<file path="config.mk">
export PLATFORM = sky130hd
export DESIGN_NAME = antirrebote
export DESIGN_NICKNAME = d
export VERILOG_FILES = /design/src/rtl/antirrebote.sv
export SDC_FILE = /design/constraint.sdc
export NUM_CORES = 1
export LEC_CHECK = 0
export CORE_AREA = 2 2 39 41
export DETAILED_ROUTE_END_ITERATION = 8
export DIE_AREA = 0 0 41 43
export PLACE_DENSITY = 0.54
export SYNTH_ARGS = -nofsm -noshare
export SYNTH_HDL_FRONTEND = slang
export SYNTH_SLANG_ARGS = --single-unit
</file>
<file path="constraint.sdc">
create_clock -name clk -period 1.1 [get_ports clk]
set_clock_uncertainty 0.15 [all_clocks]
set_input_delay 0.165 -clock clk [delete_from_list [all_inputs] [get_ports clk]]
set_output_delay 0.165 -clock clk [all_outputs]
set_load 0.03 [all_outputs]
</file>
<file path="src/rtl/antirrebote.sv">
// Debouncer for one raw asynchronous bit: 2-flop synchronizer, 4-state stability FSM, registered level and edge pulses.
// Edge pulses (o_subida/o_bajada) are built only when ANTIRREBOTE_FLANCOS_EN is defined; otherwise they are tied to 0.
module antirrebote #(
  parameter int ESTABLE = 8,
  parameter int ANCHO   = 4
) (
  input  logic clk,
  input  logic rst,
  input  logic i_valor,
  output logic o_valor,
  output logic o_subida,
  output logic o_bajada
);

  typedef enum logic [1:0] {BAJO, SUBIENDO, ALTO, BAJANDO} estado_t;

  localparam logic [ANCHO-1:0] CNT_FIN = ANCHO'(ESTABLE - 1);
  localparam logic [ANCHO-1:0] CNT_UNO = ANCHO'(1);

  estado_t          estado_q, estado_d;
  logic [ANCHO-1:0] cnt_q, cnt_d;
  logic             s1_q, s2_q;
  logic             valor_q, valor_d;
  logic             fin;

  assign fin = (cnt_q == CNT_FIN);

  // State register, synchronizer and registered level
  always_ff @(posedge clk) begin
    if (rst) begin
      s1_q     <= 1'b0;
      s2_q     <= 1'b0;
      estado_q <= BAJO;
      cnt_q    <= '0;
      valor_q  <= 1'b0;
    end else begin
      s1_q     <= i_valor;
      s2_q     <= s1_q;
      estado_q <= estado_d;
      cnt_q    <= cnt_d;
      valor_q  <= valor_d;
    end
  end

  // Next state: the counter is cleared on every accept or reject, so it never reaches ESTABLE
  always_comb begin
    estado_d = estado_q;
    cnt_d    = '0;
    case (estado_q)
      BAJO: if (s2_q) begin
        estado_d = SUBIENDO;
        cnt_d    = CNT_UNO;
      end
      SUBIENDO: begin
        if (!s2_q)    estado_d = BAJO;
        else if (fin) estado_d = ALTO;
        else          cnt_d    = cnt_q + CNT_UNO;
      end
      ALTO: if (!s2_q) begin
        estado_d = BAJANDO;
        cnt_d    = CNT_UNO;
      end
      BAJANDO: begin
        if (s2_q)     estado_d = ALTO;
        else if (fin) estado_d = BAJO;
        else          cnt_d    = cnt_q + CNT_UNO;
      end
      default: estado_d = BAJO;
    endcase
  end

  // Output next values, registered alongside the state
  always_comb begin
    valor_d = 1'b0;
    case (estado_q)
      BAJO:     valor_d = 1'b0;
      SUBIENDO: valor_d = s2_q && fin;
      ALTO:     valor_d = 1'b1;
      BAJANDO:  valor_d = s2_q || !fin;
      default:  valor_d = 1'b0;
    endcase
  end

  assign o_valor = valor_q;

`ifdef ANTIRREBOTE_FLANCOS_EN
  logic subida_q, bajada_q;
  logic subida_d, bajada_d;

  always_comb begin
    subida_d = (estado_q == SUBIENDO) && s2_q  && fin;
    bajada_d = (estado_q == BAJANDO)  && !s2_q && fin;
  end

  always_ff @(posedge clk) begin
    if (rst) begin
      subida_q <= 1'b0;
      bajada_q <= 1'b0;
    end else begin
      subida_q <= subida_d;
      bajada_q <= bajada_d;
    end
  end

  assign o_subida = subida_q;
  assign o_bajada = bajada_q;
`else
  assign o_subida = 1'b0;
  assign o_bajada = 1'b0;
`endif

endmodule

</file>
==> reports/qor.log, run 1 <==
INFO  min_path       hold_end=s2_q
INFO  sta            fin_setup_tns=-0.1539ns
INFO  yosys          synthesis.area=326.6squm
INFO  worst_setup_path crit_fanout=2
INFO  detailed_routing detail_route.first_pass.iterations=1
INFO  placed_design  placed_area=415.4squm
INFO  yosys          post-synth-top-count-cell=sky130_fd_sc_hd__dfxtp_1
INFO  layout         finalInstanceArea=441.7squm
INFO  pwr            worst_ir_drop_vdd=0.6788mV
INFO  min_path       timing.hold.worst_path_depth=1
INFO  layout         post_layout_nonfiller_instances=59
INFO  detailed_routing post_drt_via_cell_ratio=3.814
INFO  yosys          ys_top_cells_by_area=sky130_fd_sc_hd__dfxtp_1, sky130_fd_sc_hd__nor2_1, sky130_fd_sc_hd__mux2i_1
INFO  worst_setup_path crit_path_end_kind=register
INFO  pwr            p_int=485.9uW
INFO  yosys          flops_latches_synth=9
INFO  grt            grt_remaining_overflow=0
INFO  sta            fmax=0.8468GHz
INFO  cts            cts_inserted_buffers=3
INFO  run_status     run_status=finished, violations left
INFO  floorplan      fp.coreArea=1384squm
INFO  yosys          synth-async-reset-ratio=0%
INFO  yosys          netlist_instances=32
INFO  placed_design  hpwlAfterDp=365.3um
INFO  floorplan      design.portCount=6
INFO  cts            tritoncts_num_sinks=9
INFO  yosys          synth-warning-count=0
INFO  run            cap_viol_max_count=0
INFO  yosys          synth-seq-area-share=55.17%
INFO  grt            initial_antenna_violation_count=0
INFO  yosys          leading_cell_types_by_count_after_synthesis=sky130_fd_sc_hd__dfxtp_1, sky130_fd_sc_hd__nor2_1, sky130_fd_sc_hd__nor2b_1, sky130_fd_sc_hd__buf_4, sky130_fd_sc_hd__mux2i_1
INFO  cts            cts_tree=done
INFO  worst_setup_path setup.worst_path.start_class=register
INFO  layout         final_core_occ=31.92%
INFO  yosys          synth.lib_cells_used.distinct=15
INFO  cts            clkTransAtPathRegs=0.06ns
INFO  sta            final_min_period_over_clock_period=107.4%
INFO  pwr            power_density=1375nW/um^2
INFO  pwr            switching_share=19.99%
INFO  cts            clk_latency=0.25ns
INFO  pwr            clock_power_share=39.7%
INFO  yosys          synth_top_area_share=55.17%
INFO  floorplan      floorplan.initialDensity=23.60%
INFO  cts            cts-htree-levels=1
INFO  detailed_routing drt_iter0_markers=0
INFO  sta            finalHoldViolCount=0
INFO  detailed_routing vias=225
INFO  worst_setup_path rr_startpoint=cnt_q[0]
INFO  layout         syn_to_final_growth=35.25%
INFO  pwr            pwr-share-comb=5.2%
INFO  detailed_routing totalWireLength=478um
INFO  cts            ctsLongestPathBuffers=2
INFO  pwr            cellLeakagePower=0.1903nW
INFO  pwr            power.switching=121.4uW
INFO  grt            track_usage=7.460%
INFO  sta            final-setup-viol-count=2
INFO  detailed_routing drt-wirelength-per-cell=8.102um
INFO  worst_setup_path worst_ep_required=1.09ns
INFO  run_status     violations=setup timing
INFO  sta            smallest_hold_slack=0.2856ns
INFO  floorplan      fp.dieW=41um
INFO  yosys          synth-edff-count=0
INFO  worst_setup_path r2r_setup_slack=-0.08ns
INFO  min_path       worstHoldPathType=reg2reg
INFO  floorplan      rows=14
INFO  grt            grt_pass1_vias=227
INFO  floorplan      design.die.area=1763squm
INFO  sta            timing.final.max_slew_violations=0
INFO  yosys          dominant_synthesized_flop_cell=sky130_fd_sc_hd__dfxtp_1
INFO  yosys          synthesis.area_per_instance=10.21squm
INFO  min_path       min-delay-start=s1_q
INFO  grt            grt_first_pass_wirelength=848um
INFO  pwr            power.share.sequential=55.1%
INFO  layout         drive_above_1_share=27.91%
INFO  pwr            finalPower=607.3uW
INFO  worst_setup_path crit_arrival=1.17ns
INFO  worst_setup_path reg2reg_depth=4
INFO  placed_design  place.port_buffers=3
INFO  cts            clk_root_buffer_cell=sky130_fd_sc_hd__clkbuf_4
INFO  floorplan      die_y=43um
INFO  sta            final.min_clock_period=1.181ns
INFO  detailed_routing drtAntennaViolNets=0
INFO  layout         antenna_cells_inserted=0
INFO  worst_setup_path critical_path_class=reg2reg
INFO  placed_design  numPlacedInstances=55
INFO  layout         fin_nets=48
INFO  sta            final_critical_path_setup_slack=-0.08087ns
INFO  grt            grt_start_max_net_pins=6
INFO  placed_design  place_worst_setup_slack=-0.09708ns
INFO  detailed_routing total_drc_errors_in_the_routed_layout=0
INFO  yosys          synth_largest_area_cell=sky130_fd_sc_hd__dfxtp_1
INFO  sta            setup_repair_after_global_routing_missed_its_margin=yes
INFO  placed_design  gp_congestion=0.6709
-- timing repair --
item	in CTS	in global routing
pin swaps	3	3
hold buffers	0	0
setup endpoints to repair	2	3
gates cloned	0	0
setup buffers	0	1
resized for setup	0	0
endpoints found under the hold margin	0	0
-- power by group through the flow --
stage | clock network [mW] | registers, mW | logic (mW)
4_1_cts | 0.256 | 0.334 | 0.0317
3_5_place_dp | 0 | 0.342 | 0.0319
3_3_place_gp | 0 | 0.342 | 0.0311
6_report | 0.241 | 0.334 | 0.0316
5_1_grt | 0.281 | 0.334 | 0.0357
2_1_floorplan | 0 | 0.341 | 0.0212
-- layout by cell type, fill, tap and decap left out, types with 2 or more instances in the layout --
cell type                         n
sky130_fd_sc_hd__clkbuf_4         3
sky130_fd_sc_hd__clkdlybuf4s50_1  2
sky130_fd_sc_hd__mux2i_1          2
sky130_fd_sc_hd__nor2b_1          3
sky130_fd_sc_hd__nor2_1           6
sky130_fd_sc_hd__conb_1           2
sky130_fd_sc_hd__buf_4            6
sky130_fd_sc_hd__dfxtp_2          2
sky130_fd_sc_hd__dfxtp_1          7
-- per-layer routing --
| layer | vias up | routed length, um | global-route usage, % | part of all wire (%) |
|---|---|---|---|---|
| met4 | 0 | 0 | 6.000 | 0 |
| met1 | 99 | 248 | 10.10 | 52 |
| met2 | 6 | 210 | 8.750 | 44 |
| li1 | 120 | - | - | - |
| met5 | - | 0 | 0 | 0 |
| met3 | 0 | 18 | 3.141 | 3.8 |
-- cell families after synthesis --
kind of cell | after synthesis | synth area share (%)
simple gates | 13 | 21.07
flops | 9 | 55.17
buf+inv | 3 | 5.745
xor+xnor | 2 | 5.365
mux | 2 | 6.131
fa+ha+maj | 1 | 3.831
other cells | 1 | 1.148
compound gates | 1 | 1.531
-- worst max path at each step --
stage,start,endpoint,depth (start not counted)
floorplan,cnt_q[0],register,4
global placement,cnt_q[1],register,4
detailed placement,rst,cnt_q[3],3
CTS,cnt_q[0],o_valor,4
global route,cnt_q[1],o_valor,4
finish,cnt_q[0],register,4
-- critical path, stage by stage (launching register included) --
cell and delay [ns]:
sky130_fd_sc_hd__dfxtp_2 0.33, sky130_fd_sc_hd__ha_4 0.16, sky130_fd_sc_hd__nand4b_1 0.12, sky130_fd_sc_hd__mux2i_1 0.24, sky130_fd_sc_hd__nor2_1 0.06
-- cell type report --
type	count	area [sq um]
timing repair buffer	8	65.06
fill	144	942.2
sequential	9	182.7
multi-input combinational	21	143.9
clock buffer	4	26.28
inverter	1	3.754
tap	16	20.02
No activity file was read; power rests on OpenSTA's default activity.
==> run 2: changes to the inputs <==
--- a/config.mk
+++ b/config.mk
@@ -6,6 +6,7 @@
 export NUM_CORES = 1
 export LEC_CHECK = 0
 export CORE_AREA = 2 2 39 41
+export CTS_CLUSTER_DIAMETER = 80
 export DETAILED_ROUTE_END_ITERATION = 8
 export DIE_AREA = 0 0 41 43
 export PLACE_DENSITY = 0.54
==> results of run 2 <==
Same layout as run 1: the final DEF is identical, and so are final timing and power.
==> run 3: changes to the inputs <==
--- a/config.mk
+++ b/config.mk
@@ -10,6 +10,8 @@
 export DETAILED_ROUTE_END_ITERATION = 8
 export DIE_AREA = 0 0 41 43
 export PLACE_DENSITY = 0.54
+export SETUP_SLACK_MARGIN = 0.05
+export SKIP_CTS_REPAIR_TIMING = 1
 export SYNTH_ARGS = -nofsm -noshare
 export SYNTH_HDL_FRONTEND = slang
 export SYNTH_SLANG_ARGS = --single-unit
==> run 3 against run 2 <==
Compared with the run above: the flow still finishes with violations (setup timing); largest cell class unchanged; sequential cell count stayed put; register-to-register slack is essentially flat; final cell count is the same; fmax is 0.94% higher; global-route usage unchanged; total power grew 0.51%; sequential share of layout area is 0.70 points lower; via count is 1.3% higher.
==> reports/qor.log, run 3 (synthesized netlist as in run 1, its figures left out) <==
INFO  layout         fin_nets=48
INFO  placed_design  place.port_buffers=3
INFO  cts            ctsLongestPathBuffers=2
INFO  grt            grt_start_max_net_pins=6
INFO  placed_design  numPlacedInstances=55
INFO  grt            initial_antenna_violation_count=0
INFO  grt            grt_remaining_overflow=0
INFO  sta            fmax=0.8548GHz
INFO  detailed_routing detail_route.first_pass.iterations=1
INFO  detailed_routing drt_iter0_markers=0
INFO  detailed_routing post_drt_via_cell_ratio=3.864
INFO  floorplan      floorplan.initialDensity=23.60%
INFO  detailed_routing vias=228
INFO  placed_design  gp_congestion=0.6709
INFO  sta            finalHoldViolCount=0
INFO  sta            final-setup-viol-count=2
INFO  floorplan      die_y=43um
INFO  run            cap_viol_max_count=0
INFO  pwr            power.share.sequential=54.8%
INFO  detailed_routing total_drc_errors_in_the_routed_layout=0
INFO  worst_setup_path setup.worst_path.start_class=register
INFO  sta            final_critical_path_setup_slack=-0.06987ns
INFO  pwr            power_density=1340nW/um^2
INFO  layout         drive_above_1_share=34.88%
INFO  floorplan      design.die.area=1763squm
INFO  pwr            p_int=486.3uW
INFO  detailed_routing drt-wirelength-per-cell=8.441um
INFO  floorplan      design.portCount=6
INFO  layout         finalInstanceArea=455.4squm
INFO  floorplan      rows=14
INFO  worst_setup_path critical_path_class=reg2reg
INFO  detailed_routing drtAntennaViolNets=0
INFO  pwr            clock_power_share=40.0%
INFO  grt            track_usage=7.460%
INFO  layout         syn_to_final_growth=39.46%
INFO  floorplan      fp.dieW=41um
INFO  pwr            pwr-share-comb=5.2%
INFO  grt            grt_pass1_vias=227
INFO  cts            cts_inserted_buffers=3
INFO  placed_design  placed_area=415.4squm
INFO  cts            clkTransAtPathRegs=0.06ns
INFO  min_path       worstHoldPathType=reg2reg
INFO  layout         antenna_cells_inserted=0
INFO  sta            final.min_clock_period=1.170ns
INFO  run_status     violations=setup timing
INFO  sta            setup_repair_after_global_routing_missed_its_margin=yes
INFO  pwr            power.switching=124.1uW
INFO  worst_setup_path crit_arrival=1.16ns
INFO  grt            grt_first_pass_wirelength=848um
INFO  run_status     run_status=finished, violations left
INFO  floorplan      fp.coreArea=1384squm
INFO  pwr            cellLeakagePower=0.1933nW
INFO  cts            cts-htree-levels=1
INFO  worst_setup_path worst_ep_required=1.09ns
INFO  cts            cts_tree=done
INFO  placed_design  hpwlAfterDp=365.3um
INFO  pwr            switching_share=20.34%
INFO  sta            final_min_period_over_clock_period=106.4%
INFO  sta            timing.final.max_slew_violations=0
INFO  worst_setup_path crit_path_end_kind=register
INFO  cts            clk_root_buffer_cell=sky130_fd_sc_hd__clkbuf_4
INFO  pwr            worst_ir_drop_vdd=0.5707mV
INFO  worst_setup_path crit_fanout=2
INFO  detailed_routing totalWireLength=498um
INFO  placed_design  place_worst_setup_slack=-0.09708ns
INFO  layout         mostFrequentLayoutCell=sky130_fd_sc_hd__nor2_1
INFO  layout         layout_common_cells=sky130_fd_sc_hd__nor2_1, sky130_fd_sc_hd__dfxtp_1, sky130_fd_sc_hd__buf_4, sky130_fd_sc_hd__dfxtp_2
INFO  cts            clk_latency=0.25ns
INFO  cts            tritoncts_num_sinks=9
INFO  layout         post_layout_nonfiller_instances=59
==> run 3: changes by cell type in the layout (fill, tap and decap cells not counted) <==
cell,previous run,this run
sky130_fd_sc_hd__xnor2_1,1,0
sky130_fd_sc_hd__buf_6,0,1
sky130_fd_sc_hd__buf_4,6,5
sky130_fd_sc_hd__dfxtp_1,7,5
sky130_fd_sc_hd__dfxtp_2,2,4
sky130_fd_sc_hd__xnor2_2,0,1
==> run 3: through the flow <==
| step | utilization, % | hold WS (ns) | setup TNS (ns) | power [mW] |
|---|---|---|---|---|
| finish | 32.91 | 0.2867 | -0.1356 | 0.6104 |
| global route | 32.91 | 0.2948 | -0.3249 | 0.6583 |
| CTS | 31.92 | 0.2935 | -0.1854 | 0.6222 |
| detailed placement | 30.02 | 0.2787 | -0.4711 | 0.3735 |
| global placement | 30.02 | 0.2715 | -0.2667 | 0.3729 |
| floorplan | - | 0.08169 | -0.03594 | 0.3625 |
==> run 3: area by class of cell <==
class                      count  area [sq um]
multi-input combinational     21         151.4
fill                         144         928.4
inverter                       1         3.754
timing repair buffer           8         68.82
tap                           16         20.02
sequential                     9         185.2
clock buffer                   4         26.28
==> run 3: final timing paths <==
check	from	end	slack [ns]	depth (start not counted)
worst min-delay path	s1_q	s2_q	0.29	1
worst max register to register	cnt_q[0]	o_valor	-0.07	4
worst min register to register	s1_q	s2_q	0.29	1
worst max-delay path	cnt_q[0]	o_valor	-0.07	4
==> run 3: metal layers <==
| layer | GRT usage [%] | wire length (um) | share of wire [%] | vias to the layer above |
|---|---|---|---|---|
| li1 | - | - | - | 121 |
| met1 | 10.10 | 248 | 50 | 101 |
| met2 | 8.750 | 230 | 46 | 6 |
| met3 | 3.141 | 20 | 4.0 | 0 |
| met4 | 6.000 | 0 | 0 | 0 |
| met5 | 0 | 0 | 0 | - |
==> run 3: power by group through the flow <==
stage	sequential [mW]	clock (mW)	combinational, mW
after global placement	0.342	0	0.0311
after detailed placement	0.342	0	0.0319
after CTS	0.334	0.256	0.0317
after global routing	0.335	0.288	0.0356
final	0.335	0.244	0.0316
after floorplan	0.341	0	0.0212
==> run 3: worst max-delay path, cell delays in order, from the launching register on <==
cell,delay (ns)
sky130_fd_sc_hd__dfxtp_2,0.33
sky130_fd_sc_hd__ha_4,0.16
sky130_fd_sc_hd__nand4b_1,0.12
sky130_fd_sc_hd__mux2i_1,0.24
sky130_fd_sc_hd__nor2_1,0.06
